===== src/rtl/multicycle_ctrl.sv =====
// multicycle_ctrl: multi-cycle RISC control FSM with memory handshake.
// Optional stall timeout is built when MCTRL_TIMEOUT_EN is defined.
module multicycle_ctrl #(
  parameter int unsigned MEM_TIMEOUT = 0
) (
  input  logic       clk,
  input  logic       rst,
  input  logic [5:0] opcode,
  input  logic       zero,
  input  logic       mem_ready,
  output logic       pc_ld,
  output logic       ir_ld,
  output logic       ab_ld,
  output logic       aluout_ld,
  output logic       mdr_ld,
  output logic       reg_wr,
  output logic       mem_rd,
  output logic       mem_wr,
  output logic [1:0] pc_src_sel,
  output logic       alu_src_sel,
  output logic [1:0] wb_sel,
  output logic       halted,
  output logic       illegal,
  output logic       timeout
);
  typedef enum logic [2:0] {S_IDLE, S_FETCH, S_DECODE, S_EXEC, S_MEM, S_WB, S_HALT} state_t;
  state_t r_state, w_next;
  logic r_illegal, w_to;
  logic w_alui, w_ld, w_st, w_beqz, w_jmp, w_jal, w_halt, w_legal;
  assign w_alui  = opcode == 6'd1;
  assign w_ld    = opcode == 6'd2;
  assign w_st    = opcode == 6'd3;
  assign w_beqz  = opcode == 6'd4;
  assign w_jmp   = opcode == 6'd5;
  assign w_jal   = opcode == 6'd6;
  assign w_halt  = opcode == 6'h3f;
  assign w_legal = opcode <= 6'd6;
`ifdef MCTRL_TIMEOUT_EN
  localparam logic        TO_EN = MEM_TIMEOUT != 0;
  localparam logic [15:0] TO_M1 = 16'(MEM_TIMEOUT - 1);
  logic [15:0] r_stall;
  logic        r_timeout, w_stall;
  assign w_stall = (r_state == S_FETCH || r_state == S_MEM) && !mem_ready;
  // abort on the stall cycle that brings the count up to the limit
  assign w_to    = TO_EN && w_stall && r_stall == TO_M1;
  assign timeout = r_timeout;
  always_ff @(posedge clk or posedge rst)
    if (rst) begin
      r_stall   <= '0;
      r_timeout <= 1'b0;
    end else begin
      r_stall <= (w_next != r_state) ? 16'd0 : w_stall ? r_stall + 16'd1 : r_stall;
      if (w_to) r_timeout <= 1'b1;
    end
`else
  logic w_unused_to;
  assign w_unused_to = ^MEM_TIMEOUT;
  assign w_to        = 1'b0;
  assign timeout     = 1'b0;
`endif
  always_ff @(posedge clk or posedge rst)
    if (rst) begin
      r_state   <= S_IDLE;
      r_illegal <= 1'b0;
    end else begin
      r_state <= w_next;
      if (r_state == S_DECODE && !w_legal && !w_halt) r_illegal <= 1'b1;
    end
  always_comb begin
    w_next = r_state;
    case (r_state)
      S_IDLE:   w_next = S_FETCH;
      S_FETCH:  w_next = mem_ready ? S_DECODE : w_to ? S_HALT : S_FETCH;
      S_DECODE: w_next = (w_halt || !w_legal) ? S_HALT : S_EXEC;
      S_EXEC:   w_next = (w_ld || w_st) ? S_MEM : (w_beqz || w_jmp) ? S_FETCH : S_WB;
      S_MEM:    w_next = mem_ready ? (w_ld ? S_WB : S_FETCH) : w_to ? S_HALT : S_MEM;
      S_WB:     w_next = S_FETCH;
      default:  w_next = S_HALT;
    endcase
  end
  always_comb begin
    pc_ld       = 1'b0;
    ir_ld       = 1'b0;
    ab_ld       = 1'b0;
    aluout_ld   = 1'b0;
    mdr_ld      = 1'b0;
    reg_wr      = 1'b0;
    mem_rd      = 1'b0;
    mem_wr      = 1'b0;
    pc_src_sel  = 2'b00;
    alu_src_sel = 1'b0;
    wb_sel      = 2'b00;
    case (r_state)
      S_FETCH: begin
        mem_rd = 1'b1;
        ir_ld  = mem_ready;
        pc_ld  = mem_ready;
      end
      S_DECODE: ab_ld = 1'b1;
      S_EXEC: begin
        aluout_ld   = 1'b1;
        alu_src_sel = w_alui | w_ld | w_st;
        pc_ld       = w_beqz ? zero : (w_jmp | w_jal);
        pc_src_sel  = w_beqz ? 2'b01 : (w_jmp | w_jal) ? 2'b10 : 2'b00;
      end
      S_MEM: begin
        mem_rd = w_ld;
        mem_wr = w_st;
        mdr_ld = w_ld & mem_ready;
      end
      S_WB: begin
        reg_wr = 1'b1;
        wb_sel = w_ld ? 2'b01 : w_jal ? 2'b10 : 2'b00;
      end
      default: ;
    endcase
  end
  assign halted  = r_state == S_HALT;
  assign illegal = r_illegal;
endmodule

===== config.mk =====
export PLATFORM = sky130hd
export DESIGN_NAME = multicycle_ctrl
export DESIGN_NICKNAME = d
export VERILOG_FILES = /design/src/rtl/multicycle_ctrl.sv
export SDC_FILE = /design/constraint.sdc
export NUM_CORES = 1
export LEC_CHECK = 0
export ABC_CLOCK_PERIOD_IN_PS = 1820
export CORE_AREA = 2 2 39 41
export CTS_BUF_LIST = sky130_fd_sc_hd__clkbuf_2 sky130_fd_sc_hd__clkbuf_4 sky130_fd_sc_hd__clkbuf_8
export DETAILED_ROUTE_END_ITERATION = 8
export DIE_AREA = 0 0 41 43
export GPL_ROUTABILITY_DRIVEN = 1
export PLACE_DENSITY = 0.69
export SYNTH_ARGS = -nofsm -noshare
export SYNTH_HDL_FRONTEND = slang
export SYNTH_SLANG_ARGS = --single-unit

===== constraint.sdc =====
create_clock -name clk -period 1.82 [get_ports clk]
set_input_delay 0.364 -clock clk [delete_from_list [all_inputs] [get_ports clk]]
set_output_delay 0.364 -clock clk [all_outputs]
set_load 0.02 [all_outputs]

==> results of run 1 <==
flip-flops by register name, indices dropped and copies added, names as in the netlist:
register / count
r_state: 3
illegal: 1
worst max path at each step:
stage	endpoint	slack, ns
after CTS	mdr_ld	-0.10
after detailed placement	mdr_ld	-0.82
after global placement	mdr_ld	-0.77
after global routing	mdr_ld	-0.14
after floorplan	wb_sel[0]	0.0002
final	mdr_ld	-0.06
cell usage in the layout (no fill, tap or decap), types with 3 or more instances in the layout:
master	netlist	routed
nor2_1	7	4
nand2_1	4	3
inv_1	5	4
clkbuf_4	0	3
o21ai_0	3	3
nand2b_1	3	3
clkdlybuf4s50_1	0	4
buf_6	0	4
clkbuf_2	1	7
dfrtp_1	4	4
buf_4	1	24
layout make-up:
| cell class | count | area [µm²] |
|---|---|---|
| well taps | 16 | 20.0 |
| repair buffers | 46 | 360 |
| flip-flops and latches | 4 | 100 |
| clock buffers | 3 | 22.5 |
| fillers | 134 | 534 |
| multi-input cells | 45 | 328 |
| inverters | 5 | 18.8 |
per-layer routing:
metal / global-route usage / vias to the layer above / wire length [µm]
li1: - / 291 / -
met1: 0.194 / 259 / 506
met2: 0.297 / 19 / 708
met3: 0 / 4 / 56
met4: 0.0800 / 0 / 46
met5: 0 / - / 0
logic make-up (layout without fill, tap and decap cells):
logic type	Yosys count	count (layout)
AOI/OAI and AO/OA	9	9
other	1	1
xor gates and xnor gates	1	1
buffers and inverters	9	54
DFF	4	4
and+or+nand+nor	34	34
Yosys cell counts:
library cell	number
nor2_1	7
inv_1	5
dfrtp_1	4
nand2_1	4
nand3_1	4
nand2b_1	3
nor3_1	3
o21ai_0	3
and3_1	2
clkbuf_1	2
nand4_1	2
nor3b_1	2
a21boi_0	1
a21o_1	1
a21oi_1	1
a21oi_2	1
a31o_2	1
a31oi_1	1
and2_1	1
and2_4	1
and3_2	1
buf_4	1
clkbuf_2	1
conb_1	1
nor3_2	1
nor4_1	1
nor4bb_1	1
or4_1	1
xor2_1	1
metrics by stage:
step,utilization,instances
2_1_floorplan,-,58
3_3_place_gp,0.568,112
3_5_place_dp,0.568,112
4_1_cts,0.605,119
5_1_grt,0.614,119
6_report,0.614,119
report_power, final:
part / total [mW] / switching, mW / leakage, nW / internal, mW
logic: 0.674 / 0.335 / 0.356 / 0.340
clock network: 0.113 / 0.0393 / 0.0138 / 0.0740
registers: 0.152 / 0.0243 / 0.0454 / 0.128
repair_timing:
item | 4_1_cts | 5_1_grt
pin swaps | 7 | 8
setup endpoints to repair | 14 | 13
setup buffers | 4 | 0
resized for setup | 66 | 24
==> results.sh, run 1 <==
export IMPL_critPathLaunch="r_state[1]$_DFF_PP0_"
export IMPL_syn_to_final_growth_pct=112
export IMPL_crit_path_frequent_cell="buf_6"
export IMPL_synth_simple_area_share=0.477
export IMPL_min_path_type="in2async"
export IMPL_synth_top_family_by_area="simple AND/OR/NAND/NOR gates"
export IMPL_cts_max_level=1
export IMPL_status="finished with violations"
export IMPL_max_cap_viol_count=0
export IMPL_port_buffers=24
export IMPL_period_needed_ns=1.88
export IMPL_synth_cells=58
export IMPL_grtUsageTotal=0.168
export IMPL_cp_arrival_ns=1.52
export IMPL_fin_setup_tns_ns=-0.165
export IMPL_cp_num_buf_inv=2
export IMPL_placed_area_um2=786
export IMPL_ioPinCount=26
export IMPL_cts_sinks=4
export IMPL_postCtsHoldBufs=0
export IMPL_layout_setup_ws_ns=-0.0613
export IMPL_cts_root_buf="clkbuf_4"
export IMPL_final_net_count=115
export IMPL_rsz0062_at_grt="true"
export IMPL_crit_path_end_kind="output port"
export IMPL_r2r_start="r_state[2]$_DFF_PP0_"
export IMPL_route_vias_total=573
export IMPL_fin_skew_ns=0.00342
export IMPL_syn_area_um2=402
export IMPL_rows=14
export IMPL_synth_fa_ha_area_frac=0
export IMPL_clock_path_buffers=2
export IMPL_max_freq_mhz=532
export IMPL_cp_depth=6
export IMPL_clk_latency_ns=0.24
export IMPL_finalPower_mw=0.940
export IMPL_tritoncts="yes"
export IMPL_path_max_fanout=3
export IMPL_path_cells="buf_6 > nor4bb_4 > nand2_2 > nor2_4 > and2_4 > buf_6"
export IMPL_post_place_ws_ns=-0.816
export IMPL_fp_dieW_um=41
export IMPL_design_core_area_um2=1380
export IMPL_wirelength_um=1320
export IMPL_critPathTopFamily="simple AND/OR/NAND/NOR gates"
export IMPL_dieArea_um2=1760
export IMPL_drc=0
export IMPL_ant_nets=0
export IMPL_crit_slowest_cell="dfrtp_1"
export IMPL_hold_violations=0
export IMPL_yosysSeqAreaShare=0.249
export IMPL_whs_ns=0.307
export IMPL_grt_overflow=0
export IMPL_worstSetupStartpointType="register"
export IMPL_rr_endpoint="r_state[2]$_DFF_PP0_"
export IMPL_ys_seq_elements=4
export IMPL_synth_area_leaders="dfrtp_1, nor2_1, nand3_1, inv_1, nand2b_1"
export IMPL_grt_pass1_vias=534
export IMPL_p_per_area_nw_per_um2=1110
export IMPL_power_leakage_nw=0.415
export IMPL_final_layout_size_suffix_gt1_frac=0.583
export IMPL_initial_core_util=0.290
export IMPL_ys_warn_count=0
export IMPL_reg2reg_depth=4
export IMPL_maxSlewViolCount=0
export IMPL_synth_top_area_frac=0.249
export IMPL_setup_viol=3
export IMPL_muxShareOfSynthArea=0
export IMPL_vdd_drop_max_v=0.000497
export IMPL_antenna_found_initial=0
export IMPL_synth_compound_area_share=0.146
export IMPL_synth_cell_types=29
export IMPL_yosysTopAreaCell="dfrtp_1"
export IMPL_gp_congestion=0.761
export IMPL_grt_max_degree=10
export IMPL_dp_hpwl_um=1020
export IMPL_synthesis_nets=68
export IMPL_viasPerCell=4.82
export IMPL_violations="setup timing"
export IMPL_cts_buffers_inserted=3
export IMPL_synth_xor_area_share=0.0218
export IMPL_design_area_um2=850
export IMPL_grt_pass1_wl_um=2080
export IMPL_cp_required_ns=1.46
export IMPL_dr_first_iter_drc_count=7
export IMPL_avgSynthCellArea_um2=6.92
export IMPL_wl_per_cell_um=11.1
export IMPL_critPathMaxStageDelay_ns=0.38
export IMPL_die_h_um=43
export IMPL_critPathKind="reg2out"
export IMPL_dr_pass1_iters=5
export IMPL_cts_clk_slew_worst_paths_ns=0.04
export IMPL_r2r_slack_ns=0.35
export IMPL_fin_crit_sh=1.03
export IMPL_antennaDiodeCount=0
Power figures use the tool's default switching activity.
==> inputs of run 2 (changes only) <==
--- a/config.mk
+++ b/config.mk
@@ -5,13 +5,14 @@
 export SDC_FILE = /design/constraint.sdc
 export NUM_CORES = 1
 export LEC_CHECK = 0
-export ABC_CLOCK_PERIOD_IN_PS = 1820
+export ABC_CLOCK_PERIOD_IN_PS = 1600
 export CORE_AREA = 2 2 39 41
 export CTS_BUF_LIST = sky130_fd_sc_hd__clkbuf_2 sky130_fd_sc_hd__clkbuf_4 sky130_fd_sc_hd__clkbuf_8
+export CTS_CLUSTER_DIAMETER = 60
 export DETAILED_ROUTE_END_ITERATION = 8
 export DIE_AREA = 0 0 41 43
+export DONT_BUFFER_PORTS = 1
 export GPL_ROUTABILITY_DRIVEN = 1
-export PLACE_DENSITY = 0.69
 export SYNTH_ARGS = -nofsm -noshare
 export SYNTH_HDL_FRONTEND = slang
 export SYNTH_SLANG_ARGS = --single-unit
==> constraint.sdc (replaced) <==
create_clock -name clk -period 1.6 [get_ports clk]
set_input_delay 0.32 -clock clk [delete_from_list [all_inputs] [get_ports clk]]
set_output_delay 0.32 -clock clk [all_outputs]
set_load 0.02 [all_outputs]
==> run 2 against run 1 <==
The run still ends with setup timing left. Clock power is 4% higher. Sequential share of layout area is 3.0 points higher. Sequential power is 37% higher. Highest routed layer is now met3.
==> results.sh, run 2 (same netlist as run 1, synthesis figures left out) <==
export IMPL_status="finished with violations"
export IMPL_violations="setup timing"
export IMPL_syn_to_final_growth_pct=71.0
export IMPL_cts_max_level=1
export IMPL_antennaDiodeCount=0
export IMPL_largest_register_ffs=3
export IMPL_fin_setup_tns_ns=-0.276
export IMPL_grt_pass1_vias=448
export IMPL_period_needed_ns=1.70
export IMPL_fp_dieW_um=41
export IMPL_worstSetupStartpointType="register"
export IMPL_layout_setup_ws_ns=-0.104
export IMPL_vdd_drop_max_v=0.000561
export IMPL_dr_pass1_iters=4
export IMPL_clock_path_buffers=2
export IMPL_wirelength_um=1160
export IMPL_layout_common_cells="buf_4, buf_6, nor2_1, inv_1, nand2_1"
export IMPL_ant_nets=0
export IMPL_wl_per_cell_um=12.6
export IMPL_rows=14
export IMPL_regMostFlops="r_state"
export IMPL_max_cap_viol_count=0
export IMPL_crit_path_end_kind="output port"
export IMPL_p_per_area_nw_per_um2=1600
export IMPL_rsz0062_at_grt="true"
export IMPL_setup_viol=4
export IMPL_cts_clk_slew_worst_paths_ns=0.04
export IMPL_initial_core_util=0.290
export IMPL_route_vias_total=478
export IMPL_gp_congestion=0.885
export IMPL_grtUsageTotal=0.149
export IMPL_design_core_area_um2=1380
export IMPL_antenna_found_initial=0
export IMPL_cts_root_buf="clkbuf_4"
export IMPL_critPathKind="reg2out"
export IMPL_cp_arrival_ns=1.38
export IMPL_path_max_fanout=3
export IMPL_grt_pass1_wl_um=1810
export IMPL_hold_violations=0
export IMPL_power_leakage_nw=0.301
export IMPL_maxSlewViolCount=0
export IMPL_cts_sinks=4
export IMPL_viasPerCell=5.20
export IMPL_cp_required_ns=1.28
export IMPL_final_net_count=88
export IMPL_final_layout_size_suffix_gt1_frac=0.553
export IMPL_die_h_um=43
export IMPL_drc=0
export IMPL_cts_buffers_inserted=3
export IMPL_dp_hpwl_um=864
export IMPL_tritoncts="yes"
export IMPL_grt_overflow=0
export IMPL_dr_first_iter_drc_count=9
export IMPL_clk_latency_ns=0.23
export IMPL_min_path_type="in2reg"
export IMPL_placed_area_um2=528
export IMPL_ioPinCount=26
export IMPL_fin_crit_sh=1.06
export IMPL_fin_skew_ns=0.00154
export IMPL_max_freq_mhz=587
export IMPL_port_buffers=0
export IMPL_grt_max_degree=9
export IMPL_design_area_um2=687
export IMPL_final_common_cell="buf_4"
export IMPL_post_place_ws_ns=-0.00771
export IMPL_dieArea_um2=1760
[run 2: changes by cell type in the layout (fill, tap and decap cells not counted), sizes merged]
cell and change:
clkdlybuf4s15 -3, clkdlybuf4s50 -4, clkbuf -7, dlygate4sd3 +1
dlygate4sd2 -2, buf -12
[run 2: what timing repair did]
| action | in CTS | in global routing |
|---|---|---|
| hold buffers | 1 | 0 |
| buffers inserted | 2 | 1 |
| endpoints found under the hold margin | 4 | 0 |
| pin swaps | 1 | 5 |
| gates resized for setup | 14 | 14 |
| endpoints found under the setup margin | 7 | 10 |
[run 2: power by group]
part / switching [mW] / total, mW / internal [mW]
sequential: 0.0607 / 0.208 / 0.148
clock: 0.0346 / 0.118 / 0.0834
combinational: 0.390 / 0.774 / 0.383
[run 2: area by class of cell]
cell class / instances / area, µm²
multi-input cells: 45 / 349
clock buffers: 3 / 22.5
well taps: 16 / 20.0
inverters: 5 / 26.3
repair buffers: 19 / 168
fillers: 142 / 697
flip-flops and latches: 4 / 101
[run 2: critical path, stage by stage, from the launching register on]
cell	delay (ns)
dfrtp_1	0.42
nor4bb_4	0.32
nand2_1	0.10
nor2_2	0.13
a31o_2	0.19
[run 2: per-stage QoR]
step | total power [mW] | std cells | utilization | hold WS, ns
CTS | 0.987 | 91 | 0.455 | 0.318
finish | 1.10 | 92 | 0.496 | 0.323
global route | 1.18 | 92 | 0.496 | 0.332
detailed placement | 0.739 | 85 | 0.382 | 0.0974
floorplan | 0.529 | 58 | - | 0.0861
global placement | 0.733 | 85 | 0.382 | 0.100
[run 2: path summary, 6_finish.rpt]
path	start	end	slack [ns]	cells past startpoint
worst min register to register	illegal$_DFFE_PP0P_	illegal$_DFFE_PP0P_	0.62	1
worst max-delay path	r_state[0]$_DFF_PP0_	mem_rd	-0.10	4
min in group asynchronous	rst	illegal$_DFFE_PP0P_	0.41	2
worst min-delay path	opcode[3]	illegal$_DFFE_PP0P_	0.32	3
worst max register to register	r_state[1]$_DFF_PP0_	r_state[2]$_DFF_PP0_	0.09	4
max in group asynchronous	rst	r_state[1]$_DFF_PP0_	1.03	2
[run 2: routing by layer]
metal / vias up / global-route usage / wire, µm / part of all wire
met5: - / 0 / 0 / 0
met4: 0 / 0.0600 / 0 / 0
met3: 0 / 0.0314 / 60 / 0.052
met2: 14 / 0.219 / 623 / 0.54
met1: 228 / 0.205 / 475 / 0.41
li1: 236 / - / - / -
==> inputs of run 3 (changes only) <==
--- a/config.mk
+++ b/config.mk
@@ -13,6 +13,7 @@
 export DIE_AREA = 0 0 41 43
 export DONT_BUFFER_PORTS = 1
 export GPL_ROUTABILITY_DRIVEN = 1
+export SKIP_CTS_REPAIR_TIMING = 1
 export SYNTH_ARGS = -nofsm -noshare
 export SYNTH_HDL_FRONTEND = slang
 export SYNTH_SLANG_ARGS = --single-unit
==> run 3 against run 2 <==
Largest cell class unchanged. Sequential power barely moved. Combinational power barely moved. Highest routed layer unchanged. The run still ends with setup timing left. Fmax down 1.9%. Hold slack got worse by 0.0059 ns.
==> results.sh, run 3 (same netlist as run 1, synthesis figures left out) <==
export IMPL_status="finished with violations"
export IMPL_final_common_cell="buf_4"
export IMPL_tritoncts="yes"
export IMPL_reg2reg_depth=5
export IMPL_crit_path_end_kind="output port"
export IMPL_die_h_um=43
export IMPL_syn_to_final_growth_pct=72.0
export IMPL_worstSetupStartpointType="register"
export IMPL_fp_dieW_um=41
export IMPL_period_needed_ns=1.74
export IMPL_grt_pass1_vias=422
export IMPL_clock_path_buffers=2
export IMPL_largest_register_ffs=3
export IMPL_cts_max_level=1
export IMPL_fin_skew_ns=0.00179
export IMPL_max_freq_mhz=576
export IMPL_hold_violations=0
export IMPL_dp_hpwl_um=864
export IMPL_final_net_count=91
export IMPL_power_leakage_nw=0.303
export IMPL_initial_core_util=0.290
export IMPL_dr_first_iter_drc_count=7
export IMPL_holdPathEnd="illegal$_DFFE_PP0P_"
export IMPL_violations="setup timing"
export IMPL_rsz0062_at_grt="true"
export IMPL_antenna_found_initial=0
export IMPL_layout_setup_ws_ns=-0.137
export IMPL_viasPerCell=5.03
export IMPL_finalPower_mw=1.10
export IMPL_drc=0
export IMPL_design_core_area_um2=1380
export IMPL_cp_required_ns=1.28
export IMPL_whs_ns=0.317
export IMPL_regMostFlops="r_state"
export IMPL_antennaDiodeCount=0
export IMPL_min_from="opcode[3]"
export IMPL_holdPathStages=3
export IMPL_clk_latency_ns=0.23
export IMPL_dr_pass1_iters=4
export IMPL_wirelength_um=1200
export IMPL_final_layout_size_suffix_gt1_frac=0.557
export IMPL_ant_nets=0
export IMPL_num_fill_cells=138
export IMPL_critPathKind="reg2out"
export IMPL_path_max_fanout=4
export IMPL_grt_pass1_wl_um=1660
export IMPL_layout_common_cells="buf_4, nor2_1, nand2_1"
export IMPL_cts_buffers_inserted=3
export IMPL_cts_sinks=4
export IMPL_vdd_drop_max_v=0.000532
export IMPL_setup_viol=9
export IMPL_cts_clk_slew_worst_paths_ns=0.04
export IMPL_rr_endpoint="r_state[2]$_DFF_PP0_"
export IMPL_cts_root_buf="clkbuf_4"
export IMPL_rows=14
export IMPL_gp_congestion=0.885
export IMPL_dieArea_um2=1760
export IMPL_wl_per_cell_um=12.6
export IMPL_maxSlewViolCount=0
export IMPL_ioPinCount=26
export IMPL_route_vias_total=478
export IMPL_grt_max_degree=9
export IMPL_min_path_type="in2reg"
export IMPL_r2r_slack_ns=-0.05
export IMPL_r2r_start="r_state[0]$_DFF_PP0_"
export IMPL_cp_arrival_ns=1.42
export IMPL_grtUsageTotal=0.137
export IMPL_fin_crit_sh=1.09
export IMPL_grt_overflow=0
export IMPL_p_per_area_nw_per_um2=1590
export IMPL_critPathLaunch="r_state[1]$_DFF_PP0_"
export IMPL_port_buffers=0
export IMPL_max_cap_viol_count=0
[run 3: cell count changes in the layout (fill, tap and decap cells not counted), sizes merged]
cell and change:
buf +3, clkinvlp +1, inv -1
[run 3: worst max-delay path, cell delays in order, from the launching register on]
cell and delay, ns:
dfrtp_2 0.43, buf_6 0.14, clkinvlp_4 0.10, buf_6 0.11, nand3_4 0.07, nor3_2 0.18, buf_4 0.16
[run 3: cell type report]
class	count	area, µm²	area share
sequential	4	101	0.147
inverter	5	22.5	0.0326
tap	16	20.0	0.0290
multi-input combinational	45	345	0.500
timing repair buffer	22	179	0.259
clock buffer	3	22.5	0.0326
[run 3: worst max-delay path by stage]
stage,end,slack [ns],cells past startpoint
floorplan,pc_ld,-0.09,4
global placement,mdr_ld,0.008,4
detailed placement,mdr_ld,-0.008,4
CTS,mdr_ld,-0.25,4
global route,alu_src_sel,-0.21,7
finish,wb_sel[0],-0.14,6
[run 3: power by group]
part           internal, mW  switching, mW  total (mW)
clock                0.0834         0.0343       0.118
sequential            0.148         0.0634       0.211
combinational         0.393          0.379       0.772
[run 3: metrics by stage]
step / utilization / setup WS, ns / cell area [µm²] / cells / setup TNS, ns
2_1_floorplan: - / -0.0938 / 415 / 58 / -0.0938
3_3_place_gp: 0.382 / 0.00787 / 528 / 85 / 0
5_1_grt: 0.499 / -0.207 / 691 / 95 / -1.76
6_report: 0.499 / -0.137 / 691 / 95 / -0.961
4_1_cts: 0.398 / -0.254 / 551 / 88 / -0.860
3_5_place_dp: 0.382 / -0.00771 / 528 / 85 / -0.00771
[run 3: per-layer routing]
metal  share of wire  global-route usage
met1            0.43               0.188
met3           0.050              0.0314
met5               0                   0
met4               0              0.0600
met2            0.52               0.197
